<file path="config.mk">
export PLATFORM = sky130hd
export DESIGN_NAME = fetch_unit
export DESIGN_NICKNAME = d
export VERILOG_FILES = /design/src/rtl/fetch_unit.sv
export SDC_FILE = /design/constraint.sdc
export NUM_CORES = 1
export LEC_CHECK = 0
export BUFFER_PORTS_ARGS = -buffer_cell sky130_fd_sc_hd__buf_4
export CAP_MARGIN = 40
export CORE_UTILIZATION = 57
export CTS_BUF_LIST = sky130_fd_sc_hd__clkbuf_2
export DETAILED_ROUTE_END_ITERATION = 8
export PLACE_DENSITY = 0.86
export SKIP_LAST_GASP = 1
export SYNTH_ARGS = -nofsm -noshare
export SYNTH_HDL_FRONTEND = slang
export SYNTH_SLANG_ARGS = --single-unit
</file>
<file path="constraint.sdc">
create_clock -name clk -period 6 [get_ports clk]
set_input_delay 0.6 -clock clk [delete_from_list [all_inputs] [get_ports clk]]
set_output_delay 0.6 -clock clk [all_outputs]
set_load 0.005 [all_outputs]
</file>
<file path="src/rtl/fetch_unit.sv">
// Instruction-fetch stage: owns the PC, issues in-order imem requests, buffers
// returned words with their PCs and hands them to decode; honours redirects.
module fetch_unit #(
  parameter int             XLEN     = 32,
  parameter logic [XLEN-1:0] RESET_PC = 32'h0000_0000,
  parameter int             DEPTH    = 2
) (
  input  logic            clk,
  input  logic            reset,
  output logic            imem_req_valid,
  input  logic            imem_req_ready,
  output logic [XLEN-1:0] imem_req_addr,
  input  logic            imem_rsp_valid,
  input  logic [XLEN-1:0] imem_rsp_data,
  output logic            instr_valid,
  input  logic            dec_ready,
  output logic [XLEN-1:0] Instr,
  output logic [XLEN-1:0] PC,
  output logic [XLEN-1:0] PCPlus4,
  input  logic            PCSrc,
  input  logic [XLEN-1:0] PCTarget,
  output logic            misalign_err
);

  localparam int AW = (DEPTH > 1) ? $clog2(DEPTH) : 1;
  localparam int CW = AW + 1;
  localparam logic [XLEN-1:0] NOP = XLEN'(32'h0000_0013);

  typedef enum logic [1:0] {BOOT, RUN, HALT} state_t;

  state_t          state_reg;
  logic [XLEN-1:0] fetch_pc_reg;
  logic [XLEN-1:0] rsp_pc_reg;
  logic [CW-1:0]   outstanding_reg;
  logic [CW-1:0]   count_reg;
  logic [CW-1:0]   drop_cnt_reg;
  logic [AW-1:0]   head_reg;
  logic [AW-1:0]   tail_reg;
  logic            misalign_err_reg;

  logic [XLEN-1:0] buf_data [DEPTH];
  logic [XLEN-1:0] buf_pc   [DEPTH];

  logic [CW:0]     inflight;
  logic            req_fire;
  logic            pop;
  logic            redirect;
  logic            push;
  logic [CW-1:0]   outstanding_next;

  // Requests in flight plus buffered words never exceed DEPTH, so a push can't overflow.
  assign inflight       = {1'b0, outstanding_reg} + {1'b0, count_reg};
  assign imem_req_valid = (state_reg == RUN) && (inflight < (CW+1)'(DEPTH));
  assign imem_req_addr  = fetch_pc_reg;
  assign req_fire       = imem_req_valid && imem_req_ready;

  assign instr_valid = (count_reg != '0);
  assign pop         = instr_valid && dec_ready;
  assign redirect    = pop && PCSrc;
  assign push        = imem_rsp_valid && (drop_cnt_reg == '0) && (state_reg != HALT) && !redirect;

  assign outstanding_next = outstanding_reg + CW'(req_fire) - CW'(imem_rsp_valid);

  assign Instr        = instr_valid ? buf_data[head_reg] : NOP;
  assign PC           = instr_valid ? buf_pc[head_reg] : rsp_pc_reg;
  assign PCPlus4      = PC + XLEN'(4);
  assign misalign_err = misalign_err_reg;

  always_ff @(posedge clk) begin
    if (reset) begin
      state_reg        <= BOOT;
      fetch_pc_reg     <= RESET_PC;
      rsp_pc_reg       <= RESET_PC;
      outstanding_reg  <= '0;
      count_reg        <= '0;
      drop_cnt_reg     <= '0;
      head_reg         <= '0;
      tail_reg         <= '0;
      misalign_err_reg <= 1'b0;
    end else begin
      outstanding_reg <= outstanding_next;
      count_reg       <= count_reg + CW'(push) - CW'(pop);
      if (state_reg == BOOT)
        state_reg <= RUN;
      if (req_fire)
        fetch_pc_reg <= fetch_pc_reg + XLEN'(4);
      if (imem_rsp_valid && (drop_cnt_reg != '0))
        drop_cnt_reg <= drop_cnt_reg - CW'(1);
      if (push) begin
        tail_reg   <= tail_reg + AW'(1);
        rsp_pc_reg <= rsp_pc_reg + XLEN'(4);
      end
      if (pop)
        head_reg <= head_reg + AW'(1);
      // Redirect wins over everything above: wrong-path words still in flight get dropped.
      if (redirect) begin
        count_reg    <= '0;
        head_reg     <= '0;
        tail_reg     <= '0;
        drop_cnt_reg <= outstanding_next;
        fetch_pc_reg <= PCTarget;
        rsp_pc_reg   <= PCTarget;
        if (PCTarget[1:0] != 2'b00) begin
          misalign_err_reg <= 1'b1;
          state_reg        <= HALT;
        end
      end
    end
  end

  always_ff @(posedge clk) begin
    if (push) begin
      buf_data[tail_reg] <= imem_rsp_data;
      buf_pc[tail_reg]   <= rsp_pc_reg;
    end
  end

endmodule

</file>
==> results.yml, run 1 <==
sta:
  hold_violations: 0
  max_slew_margin_pct: 42.5
  maxSlewViolCount: 0
  timing.fmax_ghz: 0.215
  setup_viol: 0
  tns_ns: 0
  fin_crit_ns: 4.65
  rsz0062_at_grt: "no"
  fin_skew_ns: 0.0507
  tightest_slew_ns: 0.863
  finalCritPeriodShare_pct: 77.6
logic_synthesis:
  synth-edff-count: 128
  ys.warnings.count: 0
  synth_top_area_share_pct: 41.2
  synthCells: 807
  synthFlopType: "edfxtp_1"
  synth-seq-cells: 202
  synth.net_count: 886
  syn_area_sq_um: 9330
  yosys-top-cells-area: "edfxtp_1 41%, dfxtp_1 16%, mux2i_1 7.1%"
  synth_top_family_by_area: "simple AND/OR/NAND/NOR gates"
  synthXorXnorAreaFrac_pct: 8.55
  ys_types: 49
  avgSynthCellArea_sq_um: 11.6
  synthArstFlopShare_pct: 0
  synth_compound_area_share_pct: 7.55
  yosys.area.top_type: "edfxtp_1"
  yosys-top-cells-count: "128 x edfxtp_1, 74 x dfxtp_1, 70 x a21oi_1"
  synth_mux_area_share_pct: 8.41
  ys_seq_area_share_pct: 57.1
  yosys.area_share.simple_pct: 13.5
  synth_most_common_cell: "edfxtp_1"
  synthAdderAreaFrac_pct: 1.29
die:
  ios: 201
  die_width_microns: 130
  initial_core_util_pct: 58.5
  fp-row-count: 46
  design.die.area_sq_um: 16900
  die_height_microns: 130
  core_sq_um: 15900
final_layout:
  largestRegisters: "buf_data x64, buf_pc x64"
  final_area_sq_um: 11700
  nets: 1135
  instances_no_fill: 1311
  drive_gt1_share_pct: 28.1
  syn_to_final_growth_pct: 25.5
  regArea_sq_um: 5330
  diodes: 0
  fillerInstances: 1087
  multi_input_area_sq_um: 3680
cts:
  cts_sinks: 202
  htree_levels: 2
  insertion_delay_ns: 0.77
  cts_tree: "yes"
  path_clk_slew_ns: 0.10
  cts_resized: 0
  numCtsBuffers: 48
  clock-root-buffer: "clkbuf_2"
  cts_buffer_depth: 3
run_status:
  outcome: "finished clean"
global_route:
  antenna_found_initial: 0
  grt_start_max_net_pins: 95
  grt_pass1_wl_microns: 33500
  grt_usage_pct: 25.7
  grt_overflow: 0
  grt_pass1_vias: 6748
power:
  power_frac_comb_pct: 41.3
  cellPowerDensity_nw_per_um2: 418
  power.static_leakage_nw: 4.55
  seq_power_share_pct: 41.7
  finalPower_mw: 4.89
  p_switching_mw: 1.79
  clockPowerShare_pct: 17.0
  vdd_drop_max_mv: 0.256
  p_int_mw: 3.10
  switching_share_pct: 36.7
setup_path:
  slowest_delay_ns: 0.86
  worstSetupStartpointType: "register"
  critPathKind: "register to output pin"
  critPathMaxFanout: 44
  cp.arrival_ns: 4.05
  reg2reg_slack_ns: 2.46
  cp_slowest_cell: "dfxtp_4"
  cp-end-kind: "output pin"
  worstPathRequired_ns: 5.40
  crit_top_cell: "buf_4"
  cp_cell_sequence: "buf_4 -> mux2i_1 -> a21oi_1 -> nand2b_1 -> nor4_1 -> nand3_1 -> xnor2_1 -> buf_4"
  ff2ff_path_depth: 8
drt:
  drt_pass1_iterations: 5
  antenna_left: 0
  drc: 0
  topRoutingLayerUsed: "met4"
  vias: 7091
  wl_per_cell_microns: 16.6
  routed_wl_microns: 21700
  wl_met3_microns: 1630
  drtIter0Drc: 417
  wl_met2_microns: 10400
  vias_per_cell: 5.41
  met1_length_microns: 9190
placed_design:
  dp.cells: 1190
  placed_area_sq_um: 11000
  place.gp.congestion: 0.858
  hpwl_microns: 14500
  port_buffers: 200
hold_path:
  worstHoldPathCells: 3
  hp-class: "input pin to register"
flow_run:
  cap_viol_max_count: 0
critical path, delay by kind of cell (launching register included):
family	cells	cell delay [ns]
AO/OA/AOI/OAI	1	0.47
flip-flops	1	0.86
buffers and inverters	2	0.61
multiplexers	1	0.13
AND/OR/NAND/NOR	3	1.00
XOR/XNOR	1	0.17
power by group through the flow:
| stage | sequential [mW] | clock, mW | combinational (mW) |
|---|---|---|---|
| global route | 2.07 | 0.922 | 2.21 |
| global placement | 2.04 | 0 | 1.95 |
| floorplan | 1.99 | 0 | 1.11 |
| CTS | 2.03 | 0.850 | 2.02 |
| finish | 2.04 | 0.833 | 2.02 |
| detailed placement | 2.06 | 0 | 1.99 |
routing by layer:
layer | GRT usage (%) | vias up
met5 | 0 | -
met4 | 9.64 | 0
met3 | 6.40 | 42
met2 | 42.8 | 282
met1 | 32.4 | 3338
li1 | - | 3429
stage by stage:
| stage | hold slack [ns] | utilization [%] | setup WS, ns |
|---|---|---|---|
| after floorplan | 0.434 | - | 1.19 |
| after global placement | 0.436 | 68.6 | 2.33 |
| after detailed placement | 0.441 | 68.7 | 2.13 |
| after CTS | 0.000278 | 73.3 | 1.27 |
| after global routing | 0.0444 | 73.4 | 1.08 |
| final | 0.0694 | 73.4 | 1.35 |
area by class of cell:
type	count	share of cell area, %
repair buffers	238	16.1
well taps	216	2.31
flip-flops and latches	202	45.5
inverters	31	0.994
multi-input cells	535	31.4
clock buffers	68	2.91
clock inverters	21	0.695
placed cells by master (no fill, tap or decap), types with 37 or more instances in the layout:
cell	n
xor2_1	37
mux2i_1	66
nand2_1	49
clkbuf_2	68
a21oi_1	70
xnor2_1	54
nor2_1	60
dfxtp_1	73
edfxtp_1	128
buf_4	205
cell families after synthesis:
kind of cell | count (synthesis)
simple gates | 237
buf+inv | 70
mux | 77
compound gates | 121
fa+ha+maj | 9
xor+xnor | 91
flops | 202
path summary, 6_finish.rpt:
path | from | to
max | register | PCPlus4[16]
min | PCTarget[1] | imem_req_addr[1]$_SDFFE_PP0P_
max reg2reg | count_reg[0]$_SDFF_PP0_ | imem_req_addr[31]$_SDFFE_PP0P_
min reg2reg | misalign_err$_SDFFE_PP0P_ | misalign_err$_SDFFE_PP0P_
what timing repair did:
action | in CTS | in global routing
setup endpoints to repair | 0 | 0
setup buffers | 0 | 0
endpoints found under the hold margin | 61 | 2
hold buffers | 31 | 1
(Power assumes the default switching activity.)
==> inputs of run 2 (changes only) <==
==> constraint.sdc (replaced) <==
create_clock -name clk -period 4.5 [get_ports clk]
set_input_delay 0.45 -clock clk [delete_from_list [all_inputs] [get_ports clk]]
set_output_delay 0.45 -clock clk [all_outputs]
set_load 0.005 [all_outputs]
==> results.yml, run 2 (synthesized netlist as in run 1, its figures left out) <==
sta:
  finalCritPeriodShare_pct: 94.3
  hold_violations: 0
  fin_skew_ns: 0.0528
  tightest_slew_ns: 0.882
  max_slew_margin_pct: 41.2
  fin_crit_ns: 4.24
  tns_ns: 0
  timing.fmax_ghz: 0.236
  rsz0062_at_grt: "no"
  finalWorstSetupSlack_ns: 0.257
  maxSlewViolCount: 0
  setup_viol: 0
cts:
  insertion_delay_ns: 0.77
  post_cts_buffers: 0
  postCtsHoldBufs: 64
  htree_levels: 2
  numCtsBuffers: 48
  cts_tree: "yes"
  cts_buffer_depth: 3
  cts_resized: 0
  path_clk_slew_ns: 0.10
  clock-root-buffer: "clkbuf_2"
  cts_sinks: 202
final_layout:
  regArea_sq_um: 5330
  final_common_cell: "buf_4"
  instances_no_fill: 1341
  largestRegisters: "buf_data x64, buf_pc x64"
  multi_input_area_sq_um: 3680
  syn_to_final_growth_pct: 28.7
  layout_common_cells: "207 x buf_4, 128 x edfxtp_1, 73 x dfxtp_1, 72 x clkbuf_2, 70 x a21oi_1"
  fillerInstances: 1073
  final_area_sq_um: 12000
  drive_gt1_share_pct: 27.6
  diodes: 0
  nets: 1168
die:
  fp-row-count: 46
  core_sq_um: 15900
  die_height_microns: 130
  die_width_microns: 130
  initial_core_util_pct: 58.5
  design.die.area_sq_um: 16900
  ios: 201
setup_path:
  worstSetupStartpointType: "register"
  cp_cell_sequence: "buf_4 -> nor2_4 -> inv_2 -> mux2_2 -> nor3b_2 -> nand4_2 -> nor4b_2 -> xor2_1 -> buf_4"
  critPathMaxFanout: 29
  cp_slowest_cell: "inv_2"
  critPathKind: "register to output pin"
  crit_top_cell: "buf_4"
  slowest_delay_ns: 0.48
  worstPathRequired_ns: 4.05
  cp-end-kind: "output pin"
  cp.arrival_ns: 3.79
global_route:
  antenna_found_initial: 0
  grt_pass1_wl_microns: 35000
  grt_usage_pct: 27.0
  grt_pass1_vias: 7080
  grt_overflow: 0
  grt_start_max_net_pins: 94
placed_design:
  pre_cts_ws_ns: 1.09
  dp.cells: 1191
  place.gp.congestion: 0.856
  port_buffers: 200
  hpwl_microns: 14500
  placed_area_sq_um: 10900
drt:
  drtIter0Drc: 469
  drt_pass1_iterations: 5
  routed_wl_microns: 22800
  vias: 7237
  drc: 0
  vias_per_cell: 5.40
  wl_per_cell_microns: 17.0
  antenna_left: 0
flow_run:
  cap_viol_max_count: 0
power:
  power.static_leakage_nw: 4.68
  vdd_drop_max_mv: 0.332
  cellPowerDensity_nw_per_um2: 547
  finalPower_mw: 6.56
hold_path:
  hp-class: "input pin to register"
run_status:
  outcome: "finished clean"
## run 2: changes by cell type in the layout (fill, tap and decap cells not counted)
cell / change
buf_16: -1
buf_4: +2
clkbuf_2: +4
clkinv_1: -4
clkinv_2: -1
dlygate4sd3_1: +32
inv_2: -2
## run 2: final cells by class
type                            instances  area share [%]
Multi-Input combinational cell        535            30.6
Inverter                               31           0.970
Tap cell                              216            2.25
Timing Repair Buffer                  271            18.3
Clock buffer                           72            3.00
Sequential cell                       202            44.4
Clock inverter                         14           0.448
## run 2: path summary, 6_finish.rpt
| check | end | startpoint | cells after the start | slack, ns |
|---|---|---|---|---|
| worst min register to register | misalign_err$_SDFFE_PP0P_ | misalign_err$_SDFFE_PP0P_ | 2 | 0.45 |
| worst max register to register | imem_req_addr[27]$_SDFFE_PP0P_ | outstanding_reg[0]$_SDFF_PP0_ | 8 | 1.45 |
| worst min-delay path | register | PCSrc | 4 | 0.06 |
| worst max-delay path | PCPlus4[23] | count_reg[0]$_SDFF_PP0_ | 9 | 0.26 |
## run 2: metrics by stage
stage / hold slack (ns) / utilization [%]
after floorplan: 0.434 / -
after global placement: 0.437 / 68.7
after detailed placement: 0.442 / 68.7
after CTS: 0.00883 / 75.3
after global routing: 0.0323 / 75.3
final: 0.0569 / 75.3
## run 2: report_power, final
group          internal, mW  switching [mW]
clock network         0.423           0.688
logic                  1.31            1.46
registers              2.43           0.250
total                  4.16            2.40
## run 2: critical path: cells and delay by family (launching register included)
family | cells | cell delay, ns
and+or+nand+nor | 4 | 1.19
buffers and inverters | 3 | 0.83
xor gates and xnor gates | 1 | 0.21
muxes | 1 | 0.44
DFF | 1 | 0.36
## run 2: metal layers
metal  wire length, microns  vias to the layer above  track usage, %
li1                       -                     3485               -
met1                   9330                     3390            32.8
met2                  11200                      318            46.4
met3                   1740                       44            5.99
met4                    572                        0            11.3
met5                      0                        -               0
